**src/rtl/mem_arb_pkg.sv**
```systemverilog
// ============================================================================
//  mem_arb_pkg : shared types and constants for the I/D memory arbiter
//  Revision    : 1.0
// ============================================================================
`default_nettype none

package mem_arb_pkg;

    typedef enum logic [1:0] {
        IDLE  = 2'd0,
        IBUSY = 2'd1,
        DBUSY = 2'd2
    } arb_state_t;

    localparam int unsigned TMO_DEFAULT = 255;

endpackage : mem_arb_pkg

`default_nettype wire

```
**src/rtl/arb_watchdog.sv**
```systemverilog
// ============================================================================
//  arb_watchdog : counts cycles spent waiting for mready; flags a hung access
//  Revision     : 1.0
// ============================================================================
`default_nettype none

module arb_watchdog #(
    parameter int unsigned TMO = 255
) (
    input  logic clk,
    input  logic reset,
    input  logic clear,
    input  logic enable,
    output logic expired
);

    localparam int unsigned CNT_W = $clog2(TMO + 1);

    logic [CNT_W-1:0] count_q;
    logic [CNT_W-1:0] count_d;

    always_comb begin
        count_d = count_q;
        if (clear) begin
            count_d = '0;
        end else if (enable) begin
            count_d = count_q + CNT_W'(1);
        end
    end

    always_ff @(posedge clk or negedge reset) begin
        if (!reset) begin
            count_q <= '0;
        end else begin
            count_q <= count_d;
        end
    end

    // Fires on the waiting cycle that would bring the count up to TMO.
    assign expired = enable & (count_q == CNT_W'(TMO - 1));

endmodule : arb_watchdog

`default_nettype wire

```
**src/rtl/mem_arbiter.sv**
```systemverilog
// ============================================================================
//  mem_arbiter : shares one single-port memory between fetch (I) and data (D)
//  Revision    : 1.0
// ============================================================================
`default_nettype none

module mem_arbiter
    import mem_arb_pkg::*;
#(
    parameter int unsigned N   = 64,
    parameter int unsigned W   = 32,
    parameter int unsigned TMO = TMO_DEFAULT
) (
    input  logic         clk,
    input  logic         reset,
    input  logic         ireq,
    input  logic [W-1:0] iadr,
    input  logic         iabort,
    output logic [W-1:0] irdata,
    output logic         ivalid,
    output logic         istall,
    input  logic         dreq,
    input  logic         dwe,
    input  logic [W-1:0] dadr,
    input  logic [N-1:0] dwdata,
    output logic [N-1:0] drdata,
    output logic         dvalid,
    output logic         dstall,
    output logic         mreq,
    output logic         mwe,
    output logic [W-1:0] madr,
    output logic [N-1:0] mwdata,
    input  logic [N-1:0] mrdata,
    input  logic         mready,
    output logic         err
);

    arb_state_t   state_q, state_d;
    logic         mreq_q, mreq_d;
    logic         mwe_q, mwe_d;
    logic [W-1:0] madr_q, madr_d;
    logic [N-1:0] mwdata_q, mwdata_d;
    logic [W-1:0] irdata_q, irdata_d;
    logic [N-1:0] drdata_q, drdata_d;
    logic         ivalid_q, ivalid_d;
    logic         dvalid_q, dvalid_d;
    logic         err_q, err_d;
    logic         lastd_q, lastd_d;
    logic         cancel_q, cancel_d;

    logic         i_elig;
    logic         grant_d;
    logic         grant_i;
    logic         busy;
    logic         wd_expired;

    assign busy    = (state_q != IDLE);
    assign i_elig  = ireq & ~iabort;
    // Under contention the side that did not win last time gets the grant.
    assign grant_d = dreq & (~i_elig | ~lastd_q);
    assign grant_i = i_elig & (~dreq | lastd_q);

    arb_watchdog #(
        .TMO(TMO)
    ) u_watchdog (
        .clk    (clk),
        .reset  (reset),
        .clear  (~busy | mready),
        .enable (busy & ~mready),
        .expired(wd_expired)
    );

    always_comb begin
        state_d  = state_q;
        mreq_d   = mreq_q;
        mwe_d    = mwe_q;
        madr_d   = madr_q;
        mwdata_d = mwdata_q;
        irdata_d = irdata_q;
        drdata_d = drdata_q;
        ivalid_d = 1'b0;
        dvalid_d = 1'b0;
        err_d    = 1'b0;
        lastd_d  = lastd_q;
        cancel_d = cancel_q;

        case (state_q)
            IDLE: begin
                if (grant_d) begin
                    state_d  = DBUSY;
                    mreq_d   = 1'b1;
                    mwe_d    = dwe;
                    madr_d   = dadr;
                    mwdata_d = dwdata;
                    lastd_d  = 1'b1;
                end else if (grant_i) begin
                    state_d  = IBUSY;
                    mreq_d   = 1'b1;
                    mwe_d    = 1'b0;
                    madr_d   = iadr;
                    lastd_d  = 1'b0;
                    cancel_d = 1'b0;
                end
            end
            IBUSY: begin
                if (iabort) begin
                    cancel_d = 1'b1;
                end
                // A cancelled fetch still finishes its handshake; only the pulse is dropped.
                if (mready) begin
                    irdata_d = mrdata[W-1:0];
                    ivalid_d = ~(cancel_q | iabort);
                    cancel_d = 1'b0;
                    mreq_d   = 1'b0;
                    state_d  = IDLE;
                end else if (wd_expired) begin
                    err_d    = 1'b1;
                    cancel_d = 1'b0;
                    mreq_d   = 1'b0;
                    state_d  = IDLE;
                end
            end
            DBUSY: begin
                if (mready) begin
                    drdata_d = mrdata;
                    dvalid_d = 1'b1;
                    mreq_d   = 1'b0;
                    state_d  = IDLE;
                end else if (wd_expired) begin
                    err_d    = 1'b1;
                    mreq_d   = 1'b0;
                    state_d  = IDLE;
                end
            end
            default: begin
                state_d = IDLE;
                mreq_d  = 1'b0;
            end
        endcase
    end

    always_ff @(posedge clk or negedge reset) begin
        if (!reset) begin
            state_q  <= IDLE;
            mreq_q   <= 1'b0;
            mwe_q    <= 1'b0;
            madr_q   <= '0;
            mwdata_q <= '0;
            irdata_q <= '0;
            drdata_q <= '0;
            ivalid_q <= 1'b0;
            dvalid_q <= 1'b0;
            err_q    <= 1'b0;
            lastd_q  <= 1'b0;
            cancel_q <= 1'b0;
        end else begin
            state_q  <= state_d;
            mreq_q   <= mreq_d;
            mwe_q    <= mwe_d;
            madr_q   <= madr_d;
            mwdata_q <= mwdata_d;
            irdata_q <= irdata_d;
            drdata_q <= drdata_d;
            ivalid_q <= ivalid_d;
            dvalid_q <= dvalid_d;
            err_q    <= err_d;
            lastd_q  <= lastd_d;
            cancel_q <= cancel_d;
        end
    end

    assign mreq   = mreq_q;
    assign mwe    = mwe_q;
    assign madr   = madr_q;
    assign mwdata = mwdata_q;
    assign irdata = irdata_q;
    assign drdata = drdata_q;
    assign ivalid = ivalid_q;
    assign dvalid = dvalid_q;
    assign err    = err_q;
    assign istall = ireq & ~ivalid_q;
    assign dstall = dreq & ~dvalid_q;

endmodule : mem_arbiter

`default_nettype wire

```
**config.mk**
```make
export PLATFORM = sky130hd
export DESIGN_NAME = mem_arbiter
export DESIGN_NICKNAME = d
export VERILOG_FILES = /design/src/rtl/mem_arb_pkg.sv /design/src/rtl/arb_watchdog.sv /design/src/rtl/mem_arbiter.sv
export SDC_FILE = /design/constraint.sdc
export NUM_CORES = 1
export LEC_CHECK = 0
export CAP_MARGIN = 5
export CORE_AREA = 2 2 156 158
export DETAILED_ROUTE_END_ITERATION = 16
export DIE_AREA = 0 0 158 160
export PLACE_DENSITY = 0.72
export SYNTH_ARGS = -nofsm -noshare
export SYNTH_HDL_FRONTEND = slang
export SYNTH_SLANG_ARGS = --single-unit
export TNS_END_PERCENT = 50
```
**constraint.sdc**
```tcl
create_clock -name clk -period 2.16 [get_ports clk]
set_input_delay 0.216 -clock clk [delete_from_list [all_inputs] [get_ports clk]]
set_output_delay 0.216 -clock clk [all_outputs]
set_load 0.02 [all_outputs]
```
==> impl_metrics.tcl <==
set metrics [dict create \
    grt_util_all_layers_pct 20.0 \
    fin_ws_ns 0.128 \
    clk_pin_slew_ns 0.06 \
    yosysTopAreaCell "dfrtp_1" \
    syn_area_per_cell_sq_um 14.1 \
    period_needed_ns 2.03 \
    vias 6253 \
    worstMarginPinSlew_ns 0.468 \
    routedWlPerCell_microns 18.9 \
    grt_max_degree 75 \
    antenna_found_initial 1 \
    fin_crit_sh_pct 94.1 \
    rows 57 \
    fp.dieW_microns 158 \
    max_cap_viol_count 0 \
    met2_usage_pct 35.0 \
    grt_busiest_layer "met2" \
    initial_utilization_pct 35.5 \
    grt_overflow 0 \
    clockBufferDepth 3 \
    fp.dieH_microns 160 \
    fin_tns_setup_ns 0 \
    dr.pass1.iters 4 \
    clkLatencyLatePin_ns 0.51 \
    area_delta_synth_final_pct 62.5 \
    grt.met3_usage_pct 7.82 \
    setup_viol 0 \
    drt-initial-drc-count 264 \
    hpwl_microns 18600 \
    worstPathCellList "nor2b_1 -> clkdlybuf4s50_1" \
    synth_top_cell_area_share_pct 61.8 \
    slew_violations 0 \
    share_comb_of_total_power_pct 49.1 \
    ys_types 35 \
    yosysMostFrequentCell "dfrtp_1" \
    power_leakage_uw 0.00588 \
    post_cts_buffers 0 \
    cts-root-buf "clkbuf_16" \
    crit_path_start_kind "flop" \
    numPortBuffers 397 \
    nets 1218 \
    share_seq_of_total_power_pct 31.6 \
    r2r-end "mwdata[27]$_DFFE_PN0P_" \
    ys_seq_elements 209 \
    hold_viol 0 \
    netSwitchingFraction_pct 35.2 \
    async_reset_ff_share_pct 100 \
    crit_arrival_ns 1.82 \
    rr_startpoint "state_q[0]$_DFFE_PN0P_" \
    r2r_slack_ns 0.39 \
    cts.sinks 209 \
    slowest_stage "clkdlybuf4s50_1" \
    ant_nets 0 \
    drc_errors 0 \
    cpPeakStageDelay_ns 0.72 \
    p_clk_share_pct 19.2 \
    maxSlewHeadroom_pct 68.8 \
    cp-end-kind "output pin" \
    totalWireLength_microns 25700 \
    worst_clock_skew_ns 0.0129 \
    io_pins 398 \
    syn_area_sq_um 8460 \
    synth_ff_type "dfrtp_1" \
    gp_congestion 0.798 \
    power.switching_uw 7660 \
    hp-class "in -> async" \
    max_freq_ghz 0.492 \
    synth_area_leaders "dfrtp_1 (62%), mux2_2 (15%), mux2_4 (8.7%)" \
    h-tree-depth 1 \
    synth_edf_count 0 \
    p_int_uw 14100 \
    place_ws_ns 0.0988 \
    rsz0062_at_grt "false" \
    diodes 0 \
    ff2ff_path_depth 6 \
    cts_tree "built" \
    grt_pass1_vias 6846 \
    worstSetupPathType "reg -> out" \
    fp.coreArea_sq_um 23800 \
    grt.met1_usage_pct 22.4 \
    ir_drop_mv 1.03 \
    ys_seq_area_share_pct 61.8 \
    critPathTopFamily "buffers and inverters" \
    cts_made_buffers 24 \
    ys_top_cells_by_count "dfrtp_1 (209), mux2_2 (111), a21oi_1 (67), mux2_4 (49), nor2_1 (41)" \
    syn-instance-count 599 \
    cellPowerDensity_nw_per_um2 1580 \
    grt_first_pass_wirelength_microns 38900 \
    synth_nets 803 \
    drive_above_1_share_pct 22.6 \
    viasPerCell 4.61 \
    worstPathMaxFanout 2 \
    ys_warn_count 0 \
    cp.buffers_inverters 1 \
    die_area_sq_um 25300 \
    status "finished, final reports clean" \
    cp.required_ns 1.94 \
]
[worst max-delay path by stage]
stage,start,endpoint,slack (ns),cells after the start
floorplan,state_q[0]$_DFFE_PN0P_,mwdata[0]$_DFFE_PN0P_,0.51,8
global placement,iabort,mwdata[27]$_DFFE_PN0P_,0.12,6
detailed placement,iabort,mwdata[27]$_DFFE_PN0P_,0.1,6
CTS,ivalid$_DFF_PN0_,istall,0.12,2
global route,ivalid$_DFF_PN0_,istall,0.08,2
finish,ivalid$_DFF_PN0_,istall,0.13,2
[power groups by stage]
stage,Combinational [uW],Clock [uW],Sequential [uW]
floorplan,3240,0,9130
global placement,10600,0,6850
finish,10700,4180,6880
global route,11300,4470,7140
CTS,10800,4310,6890
detailed placement,10700,0,6930
[layout by cell type (no fill, tap or decap), drive strengths merged]
master and n:
or3 1, nand3 8, o21ai 3, dlygate4sd3 1
dfrtp 209, or2 1, buf 23, clkbuf 36
a311oi 1, nand4 2, nor2 42, ha 5
inv 7, a31oi 1, clkdlybuf4s50 396, nor3 3
o211ai 2, bufinv 2, a21o 1, mux2 160
xnor2 1, and3 1, nand2b 2, a21oi 67
and4 1, nand2 39, a22o 1, clkinv 6
nor2b 4, xor2 5
[sequential cells by signal (all words and copies together) (netlist names)]
signal and count:
mwdata 64, u_watchdog.count_q 8, err 1, mreq 1, dvalid 1, cancel_q 1
ivalid 1, mwe 1, state_q 2, madr 32, lastd_q 1, irdata 32
drdata 64
[logic make-up after synthesis]
kind of cell | after synthesis | share of synthesized area, %
and+or+nand+nor | 104 | 5.44
muxes | 160 | 23.5
DFF | 209 | 61.8
buffers and inverters | 39 | 3.20
adders and majority gates | 5 | 0.740
xor gates and xnor gates | 6 | 0.621
AOI/OAI and AO/OA | 76 | 4.69
[cell type report]
| cell class | instances | area [sq um] |
|---|---|---|
| Sequential cell | 209 | 5230 |
| Timing Repair Buffer | 421 | 4260 |
| Tap cell | 324 | 405 |
| Inverter | 7 | 26.3 |
| Clock buffer | 35 | 733 |
| Fill cell | 1962 | 10100 |
| Clock inverter | 8 | 90.1 |
| Multi-Input combinational cell | 351 | 3000 |
[per-layer routing]
metal	routed length, microns	share of wire (%)
met1	9530	37
met2	12700	49
met3	2810	11
met4	630	2.5
met5	7	0.027
[metrics by stage]
step	cells	hold WS, ns	cell area (sq um)	util (%)	total power, uW
after floorplan	599	-0.0796	8460	-	12400
after global placement	1311	0.187	12900	54.2	17500
after detailed placement	1311	0.183	12900	54.2	17700
after CTS	1355	0.185	13700	57.7	22000
after global routing	1355	0.224	13700	57.7	22900
final	1355	0.206	13700	57.7	21700
[what timing repair did]
action                    in CTS  in global routing
gates resized for setup        0                  0
hold endpoints to repair      40                  0
hold buffers                   1                  0
Note: power is estimated with default switching activity, not from simulation.
